`config.mk`:
```
export PLATFORM = sky130hd
export DESIGN_NAME = low_freq_period_counter_flat
export DESIGN_NICKNAME = d
export VERILOG_FILES = /design/src/rtl/low_freq_period_counter_pkg.sv /design/src/rtl/low_freq_period_counter_if.sv /design/src/rtl/low_freq_period_counter_sync_edge_detector.sv /design/src/rtl/low_freq_period_counter.sv /design/src/flat_wrapper.sv
export SDC_FILE = /design/constraint.sdc
export NUM_CORES = 1
export LEC_CHECK = 0
export CAP_MARGIN = 5
export CORE_ASPECT_RATIO = 1.2
export CORE_UTILIZATION = 63
export CTS_BUF_LIST = sky130_fd_sc_hd__clkbuf_2 sky130_fd_sc_hd__clkbuf_4 sky130_fd_sc_hd__clkbuf_8
export DETAILED_ROUTE_END_ITERATION = 8
export PLACE_DENSITY = 0.81
export SLEW_MARGIN = 30
export SYNTH_ARGS = -nofsm -noshare
export SYNTH_HDL_FRONTEND = slang
export SYNTH_HIERARCHICAL = 1
export SYNTH_SLANG_ARGS = --single-unit
```
`constraint.sdc`:
```
create_clock -name clk_i -period 6 [get_ports clk_i]
set_clock_uncertainty 0.15 [all_clocks]
set_input_delay 1.5 -clock clk_i [delete_from_list [all_inputs] [get_ports clk_i]]
set_output_delay 1.5 -clock clk_i [all_outputs]
set_load 0.1 [all_outputs]
```
`src/rtl/low_freq_period_counter_pkg.sv`:
```
// rtl/low_freq_period_counter_pkg.sv - shared state type and default sizing for the low-frequency counter
package low_freq_counter_pkg;

    typedef enum logic [1:0] {
        IDLE,
        WAIT_EDGE,
        MEASURE,
        DONE
    } state_d;

    localparam int DEFAULT_PERIOD_W   = 20;
    localparam int DEFAULT_TIMEOUT_US = 1000000;

endpackage

```
`src/rtl/low_freq_period_counter_if.sv`:
```
// rtl/low_freq_period_counter_if.sv - start/signal inputs and result outputs of the period counter
interface low_freq_period_counter_if
    import low_freq_counter_pkg::*;
#(
    parameter int PERIOD_W = DEFAULT_PERIOD_W
) ();

    logic                start_tick_i;
    logic                sig_i;
    logic                busy_o;
    logic                done_tick_o;
    logic [PERIOD_W-1:0] period_us_o;
    logic                timeout_o;

    modport master (
        output start_tick_i,
        output sig_i,
        input  busy_o,
        input  done_tick_o,
        input  period_us_o,
        input  timeout_o
    );

    modport slave (
        input  start_tick_i,
        input  sig_i,
        output busy_o,
        output done_tick_o,
        output period_us_o,
        output timeout_o
    );

endinterface

```
`src/rtl/low_freq_period_counter_sync_edge_detector.sv`:
```
// rtl/low_freq_period_counter_sync_edge_detector.sv - 2-FF synchroniser with rising-edge tick
module sync_edge_detector (
    input  logic clk_i,
    input  logic reset_i,
    input  logic async_i,
    output logic rise_tick_o
);

    logic r_meta;
    logic r_sync;
    logic r_hist;

    always_ff @(posedge clk_i or posedge reset_i) begin
        if (reset_i) begin
            r_meta <= 1'b0;
            r_sync <= 1'b0;
            r_hist <= 1'b0;
        end else begin
            r_meta <= async_i;
            r_sync <= r_meta;
            r_hist <= r_sync;
        end
    end

    assign rise_tick_o = r_sync & ~r_hist;

endmodule

```
`src/rtl/low_freq_period_counter.sv`:
```
// rtl/low_freq_period_counter.sv - times one period of a slow input between consecutive rising edges in microseconds
module low_freq_period_counter
    import low_freq_counter_pkg::*;
#(
    parameter int CLK_CYCLES_PER_US = 100,
    parameter int PERIOD_W          = DEFAULT_PERIOD_W,
    parameter int TIMEOUT_US        = DEFAULT_TIMEOUT_US
) (
    input  logic clk_i,
    input  logic reset_i,
    low_freq_period_counter_if.slave bus
);

    localparam int                  PRESC_W    = (CLK_CYCLES_PER_US > 2) ? $clog2(CLK_CYCLES_PER_US) : 1;
    localparam logic [PRESC_W-1:0]  PRESC_LAST = PRESC_W'(CLK_CYCLES_PER_US - 1);
    localparam logic [PERIOD_W-1:0] US_MAX     = '1;
    localparam logic [PERIOD_W-1:0] US_LIMIT   = PERIOD_W'(TIMEOUT_US);

    state_d              r_state;
    state_d              w_next;
    logic                w_edge;
    logic                w_clear;
    logic                w_capture;
    logic                w_cap_timeout;
    logic                w_counting;
    logic [PRESC_W-1:0]  r_presc;
    logic [PERIOD_W-1:0] r_us_cnt;
    logic [PERIOD_W-1:0] r_cap_period;
    logic                r_cap_timeout;
    logic [PERIOD_W-1:0] r_period;
    logic                r_timeout;
    logic                r_done;

    sync_edge_detector u_sync (
        .clk_i       (clk_i),
        .reset_i     (reset_i),
        .async_i     (bus.sig_i),
        .rise_tick_o (w_edge)
    );

    always_ff @(posedge clk_i or posedge reset_i) begin
        if (reset_i) r_state <= IDLE;
        else         r_state <= w_next;
    end

    always_comb begin
        w_next        = r_state;
        w_clear       = 1'b0;
        w_capture     = 1'b0;
        w_cap_timeout = 1'b0;
        case (r_state)
            IDLE: begin
                if (bus.start_tick_i) begin
                    w_clear = 1'b1;
                    w_next  = WAIT_EDGE;
                end
            end
            WAIT_EDGE: begin
                if (w_edge) begin
                    w_clear = 1'b1;
                    w_next  = MEASURE;
                end else if (r_us_cnt == US_LIMIT) begin
                    w_capture     = 1'b1;
                    w_cap_timeout = 1'b1;
                    w_next        = DONE;
                end
            end
            MEASURE: begin
                if (w_edge) begin
                    w_capture = 1'b1;
                    w_next    = DONE;
                end else if (r_us_cnt == US_LIMIT) begin
                    w_capture     = 1'b1;
                    w_cap_timeout = 1'b1;
                    w_next        = DONE;
                end
            end
            DONE:    w_next = IDLE;
            default: w_next = IDLE;
        endcase
    end

    assign w_counting = (r_state == WAIT_EDGE) || (r_state == MEASURE);

    // The clearing cycle itself is already one elapsed cycle, so the prescaler restarts at 1
    // and us_cnt at an edge equals floor(cycles since the clear / CLK_CYCLES_PER_US).
    always_ff @(posedge clk_i or posedge reset_i) begin
        if (reset_i) begin
            r_presc  <= '0;
            r_us_cnt <= '0;
        end else if (w_clear) begin
            r_presc  <= PRESC_W'(1);
            r_us_cnt <= '0;
        end else if (w_counting) begin
            if (r_presc == PRESC_LAST) begin
                r_presc <= '0;
                if (r_us_cnt != US_MAX) r_us_cnt <= r_us_cnt + PERIOD_W'(1);
            end else begin
                r_presc <= r_presc + PRESC_W'(1);
            end
        end
    end

    always_ff @(posedge clk_i or posedge reset_i) begin
        if (reset_i) begin
            r_cap_period  <= '0;
            r_cap_timeout <= 1'b0;
            r_period      <= '0;
            r_timeout     <= 1'b0;
            r_done        <= 1'b0;
        end else begin
            if (w_capture) begin
                r_cap_period  <= r_us_cnt;
                r_cap_timeout <= w_cap_timeout;
            end
            r_done <= (r_state == DONE);
            if (r_state == DONE) begin
                r_period  <= r_cap_period;
                r_timeout <= r_cap_timeout;
            end
        end
    end

    assign bus.busy_o      = (r_state != IDLE);
    assign bus.done_tick_o = r_done;
    assign bus.period_us_o = r_period;
    assign bus.timeout_o   = r_timeout;

endmodule

```
`src/flat_wrapper.sv`:
```
// flat-port wrapper written by rule: the top's interface ports become plain ports
module low_freq_period_counter_flat import low_freq_counter_pkg::*;
#(
    parameter int CLK_CYCLES_PER_US = 100,
    parameter int PERIOD_W          = DEFAULT_PERIOD_W,
    parameter int TIMEOUT_US        = DEFAULT_TIMEOUT_US
)
  (clk_i, reset_i, bus_start_tick_i, bus_sig_i, bus_busy_o, bus_done_tick_o, bus_period_us_o, bus_timeout_o);
  low_freq_period_counter_if #(.PERIOD_W(PERIOD_W)) bus_i ();
  input  logic clk_i;
  input  logic reset_i;
  input wire logic [$bits(bus_i.start_tick_i)-1:0] bus_start_tick_i;
  input wire logic [$bits(bus_i.sig_i)-1:0] bus_sig_i;
  output wire logic [$bits(bus_i.busy_o)-1:0] bus_busy_o;
  output wire logic [$bits(bus_i.done_tick_o)-1:0] bus_done_tick_o;
  output wire logic [$bits(bus_i.period_us_o)-1:0] bus_period_us_o;
  output wire logic [$bits(bus_i.timeout_o)-1:0] bus_timeout_o;
  assign bus_i.start_tick_i = bus_start_tick_i;
  assign bus_i.sig_i = bus_sig_i;
  assign bus_busy_o = bus_i.busy_o;
  assign bus_done_tick_o = bus_i.done_tick_o;
  assign bus_period_us_o = bus_i.period_us_o;
  assign bus_timeout_o = bus_i.timeout_o;
  low_freq_period_counter #(.CLK_CYCLES_PER_US(CLK_CYCLES_PER_US), .PERIOD_W(PERIOD_W), .TIMEOUT_US(TIMEOUT_US)) u_core (.clk_i(clk_i), .reset_i(reset_i), .bus(bus_i));
endmodule
```
-- Word level (Yosys, flattened, before mapping)
Index checks and enable logic that the tools add are counted.
- register bits: 75
- output and inout port bits: 23
- word-level logic and storage cells: 50
- mux-type cells: 20
- reduce and logical (&&, ||, !) cells: 8
- equal/unequal tests: 7
- bitwise operators: 2
- $add $sub $neg: 2
- operator list (cell ; count):
    two-way mux 20 bit ; 4
    two-way mux 7 bit ; 3
    adder 20 x 1 -> 20 bit (second input constant) ; 1
    equality test 20 bit (second input constant) ; 1
    inequality test 20 bit (second input constant) ; 1
    two-way mux 2 bit ; 4
    one-hot mux 2 bit (4 select lines) ; 1
    nonzero test 2 bit ; 4
    adder 7 x 1 -> 7 bit (second input constant) ; 1
    equality test 7 bit (second input constant) ; 1
    two-way mux 1 bit ; 6
    equality test 2 bit (second input constant) ; 2
    one-hot mux 1 bit (2 select lines) ; 2
    AND reduction 3 bit ; 1
    equality test 2 x 1 -> 1 bit (second input constant) ; 1
    zero test 2 bit ; 1
    inequality test 2 bit (second input constant) ; 1
    OR reduction 2 bit ; 1
    AND 1 bit ; 1
    logical OR 1 bit ; 1
    inverter 1 bit ; 1

-- Depth between registers and ports, before layout
- depth after elaboration: 6
- mapped depth: 10
- mapped depth without buffers: 7

-- By module
The synthesis kept the hierarchy.
- by module, submodules not included (module ; seq. area each (µm²) ; times used ; cells each ; area each (µm²)):
    low_freq_period_counter ; 1801.7 ; 1 ; 291 ; 3344.5
    sync_edge_detector ; 75.1 ; 1 ; 5 ; 92.6

-- Worst setup path before layout
No wires, ideal clock.
- path type: input to register
- start point: in bus_start_tick_i
- end point: reg u_core.r_us_cnt[3]
- setup slack: 2715 ps
- data required time: 5772 ps
- stages: 8
- arrival time: 3057 ps
- cells stage by stage: a22o_1 -> clkbuf_1 -> or4b_1 -> clkbuf_1 -> o21ai_2 -> buf_4 -> o21ai_0 -> a21oi_1
- cells in the longest elaborated chain, start to end: 4
- RTL lines (what ; line ; RTL):
    start, declared ; flat_wrapper.sv:12 ; input wire logic [$bits(bus_i.start_tick_i)-1:0] bus_start_tick_i;
    two-way mux 1 bit * ; low_freq_period_counter.sv:53 ; if (bus.start_tick_i) begin
    one-hot mux 1 bit (2 select lines) * ; low_freq_period_counter.sv:51 ; case (r_state)
    nonzero test 2 bit (no source line) ; n/a ;
    AND reduction 3 bit (no source line) ; n/a ;
    end signal, assigned ; low_freq_period_counter.sv:97 ; if (r_us_cnt != US_MAX) r_us_cnt <= r_us_cnt + PERIOD_W'(1);
    end, declared ; low_freq_period_counter.sv:27 ; logic [PERIOD_W-1:0] r_us_cnt;
Every way passes the cells marked *; elsewhere a longest branch is shown, timed or not.
A chain may end at the register's enable or synchronous reset.

-- Worst setup path after layout
Ends and elaborated chain as after synthesis.

==> impl_metrics.py <==
metrics = {
    "outcome": {
        "outcome": "finished, final reports clean",
    },
    "routing": {
        "route.detailed.drc": 0,
        "totalWireLength_um": 6680,
        "wl_per_cell_um": 17.2,
        "avgViaCountPerCell": 6.22,
        "first_pass_iters": 4,
        "drt_iter0_drc": 162,
        "detail-route-antenna-nets": 0,
        "vias": 2419,
    },
    "sta": {
        "finalSetupViolCount": 0,
        "hold_violations": 0,
        "timing.fmax_mhz": 244,
        "tns_ns": 0,
        "tightest_slew_ns": 0.986,
        "maxSlewHeadroom_pct": 34.0,
        "fin_crit_ns": 4.10,
        "rsz0062_at_grt": "no",
        "final_max_slew_viol_count": 0,
        "period_share_pct": 68.4,
    },
    "die": {
        "die_y_um": 82.9,
        "die-width_um": 69.4,
        "fp-row-count": 29,
        "io_pins": 27,
        "core_um2": 5260,
        "initial_core_util_pct": 65.3,
        "dieArea_um2": 5760,
    },
    "final_layout": {
        "multi_input_area_um2": 1460,
        "num-fill-cells": 356,
        "area_growth_pct": 15.5,
        "layout_common_cells": "dfrtp_1 (75), mux2_2 (31), clkdlybuf4s50_1 (26), nor2_1 (23), nand2_1 (15)",
        "final_core_util_pct": 75.5,
        "drive_gt1_share_pct": 16.8,
        "layout.cells.most_common": "dfrtp_1",
        "antenna_cells": 0,
        "finalNetCount": 334,
        "regArea_um2": 1880,
        "fin_cells": 389,
    },
    "worst_setup_path": {
        "arrival_ns": 4.23,
        "cp_num_buf_inv": 1,
        "required_ns": 6.12,
        "r2r-end": "u_core/r_us_cnt[3]",
        "path_delay_family": "compound AO/OA/AOI/OAI gates",
        "critPathLaunchType": "primary input",
        "r2r_setup_slack_ns": 2.68,
        "cpPeakStageDelay_ns": 0.76,
        "critPathCaptureType": "register",
        "cp-endpoint": "u_core/r_us_cnt[3]",
        "slowest_stage": "or4b_1",
        "critPathMaxFanout": 26,
        "critPathLaunch": "bus_start_tick_i",
        "r2r.worst_path.cells": 7,
        "path_class": "in2reg",
        "cp_cell_sequence": "clkdlybuf4s50_1 > a22o_1 > or4b_1 > o21ai_2 > o21ai_0 > a21oi_1",
        "r2r_start": "u_core/r_state[1]",
        "cp_num_cells": 6,
    },
    "clock_tree": {
        "htree_levels": 3,
        "clockBufferDepth": 2,
        "cts_tree": "yes",
        "cts_resized": 0,
        "clk_latency_ns": 0.36,
        "clkTransAtPathRegs_ns": 0.08,
        "cts_buffers": 9,
        "ctsRootBufferMaster": "clkbuf_8",
        "cts_hold_buf": 0,
        "cts_num_sinks": 75,
        "cts_setup_buffers": 0,
    },
    "yosys": {
        "yosys-top-cells-area": "dfrtp_1 (55%), mux2_2 (10%), ha_1 (2.9%)",
        "synth_mux_area_share_pct": 12.3,
        "synth-edff-count": 0,
        "synth-simple-area-share_pct": 15.0,
        "yosys.area_share.adder_pct": 2.91,
        "synth_flop_cell": "dfrtp_1",
        "ys_async_sr_fraction_pct": 100,
        "yosys_warnings": 6,
        "synth-xor-area-share_pct": 2.55,
        "syn_area_per_cell_um2": 11.6,
        "yosysSeqAreaShare_pct": 54.6,
        "synth.top_cell.area_share_pct": 54.6,
        "synth_compound_area_share_pct": 9.68,
        "ys_ff_latch": 75,
        "syn_inst": 296,
        "syn-cell-area_um2": 3440,
        "synth_cell_type_count": 49,
        "synth_top_family_by_area": "simple AND/OR/NAND/NOR gates",
        "yosys.area.top_type": "dfrtp_1",
        "synth_fp_nets": 308,
    },
    "global_route": {
        "overflow": 0,
        "antenna_found_initial": 0,
        "grt_max_degree": 51,
        "grt_pass1_vias": 2371,
        "grt_first_pass_wirelength_um": 11700,
        "grt_use_total_pct": 26.2,
    },
    "power": {
        "vdd_ir_drop_max_uv": 382,
        "power_density_nw_per_um2": 535,
        "leakage_nw": 1.73,
        "total_power_mw": 2.12,
    },
    "placed_design": {
        "dp.cells": 373,
        "port_buffers": 26,
        "hpwlAfterDp_um": 4310,
        "routabilityCongestion": 0.823,
    },
    "flow_run": {
        "drv_cap": 0,
    },
    "worst_hold_path": {
        "hp-class": "reg2reg",
    },
}
==> sequential cells by signal, summed over array words and instances (netlist names), 2 cells and up <==
register	count
u_core/bus.period_us_o	20
u_core/r_cap_period	20
u_core/r_state	2
u_core/r_us_cnt	20
u_core/r_presc	7
==> per-layer routing <==
layer | global-route usage, % | wire length [um] | share of wire, % | vias up
li1 | - | - | - | 1136
met3 | 6.67 | 280 | 4.2 | 11
met5 | 0 | 0 | 0 | -
met1 | 36.6 | 2880 | 43 | 1205
met2 | 40.8 | 3420 | 51 | 67
met4 | 7.98 | 104 | 1.6 | 0
==> logic make-up (layout without fill, tap and decap cells) <==
group | Yosys count | after routing
buffers and inverters | 21 | 52
adder cells (fa/ha/maj) | 8 | 8
XOR/XNOR | 10 | 10
AND/OR/NAND/NOR | 92 | 92
flip-flops | 75 | 75
AO/OA/AOI/OAI | 52 | 52
multiplexers | 38 | 38
==> Yosys cell counts (6+ instances only) <==
library cell / count
a21oi_1: 13
nand2_1: 15
clkbuf_1: 8
o21ai_0: 14
nor2_1: 23
ha_1: 8
nand4_1: 7
or3_1: 6
inv_1: 9
dfrtp_1: 75
nor4_1: 6
nand3_1: 9
xor2_1: 6
mux2_2: 31
==> metrics by stage <==
step	instance area, um^2	hold slack, ns	setup slack [ns]
2_1_floorplan	3440	0.181	2.53
3_3_place_gp	3720	0.191	1.64
3_5_place_dp	3720	0.193	1.54
4_1_cts	3970	0.205	1.92
5_1_grt	3970	0.233	1.69
6_report	3970	0.200	1.90
==> where the power goes <==
| group | internal (mW) | switching, mW |
|---|---|---|
| clock network | 0.280 | 0.197 |
| registers | 0.627 | 0.0849 |
| logic | 0.269 | 0.665 |
==> final cells by class <==
cell class | instances | share of cell area [%]
flip-flops and latches | 75 | 47.3
multi-input cells | 200 | 36.9
repair buffers | 27 | 6.74
clock buffers | 9 | 3.12
clock inverters | 7 | 3.12
well taps | 62 | 1.95
inverters | 9 | 0.914
==> worst min-delay path by stage <==
stage / startpoint / to / slack [ns] / cells past startpoint
4_1_cts: u_core/u_sync/r_meta / u_core/u_sync/r_sync / 0.21 / 0
3_5_place_dp: u_core/u_sync/r_meta / u_core/u_sync/r_sync / 0.19 / 0
3_3_place_gp: u_core/u_sync/r_meta / u_core/u_sync/r_sync / 0.19 / 0
6_report: u_core/u_sync/r_meta / u_core/u_sync/r_sync / 0.20 / 0
2_1_floorplan: u_core/u_sync/r_meta / u_core/u_sync/r_sync / 0.18 / 0
5_1_grt: u_core/u_sync/r_meta / u_core/u_sync/r_sync / 0.23 / 0
(Power assumes the default switching activity.)
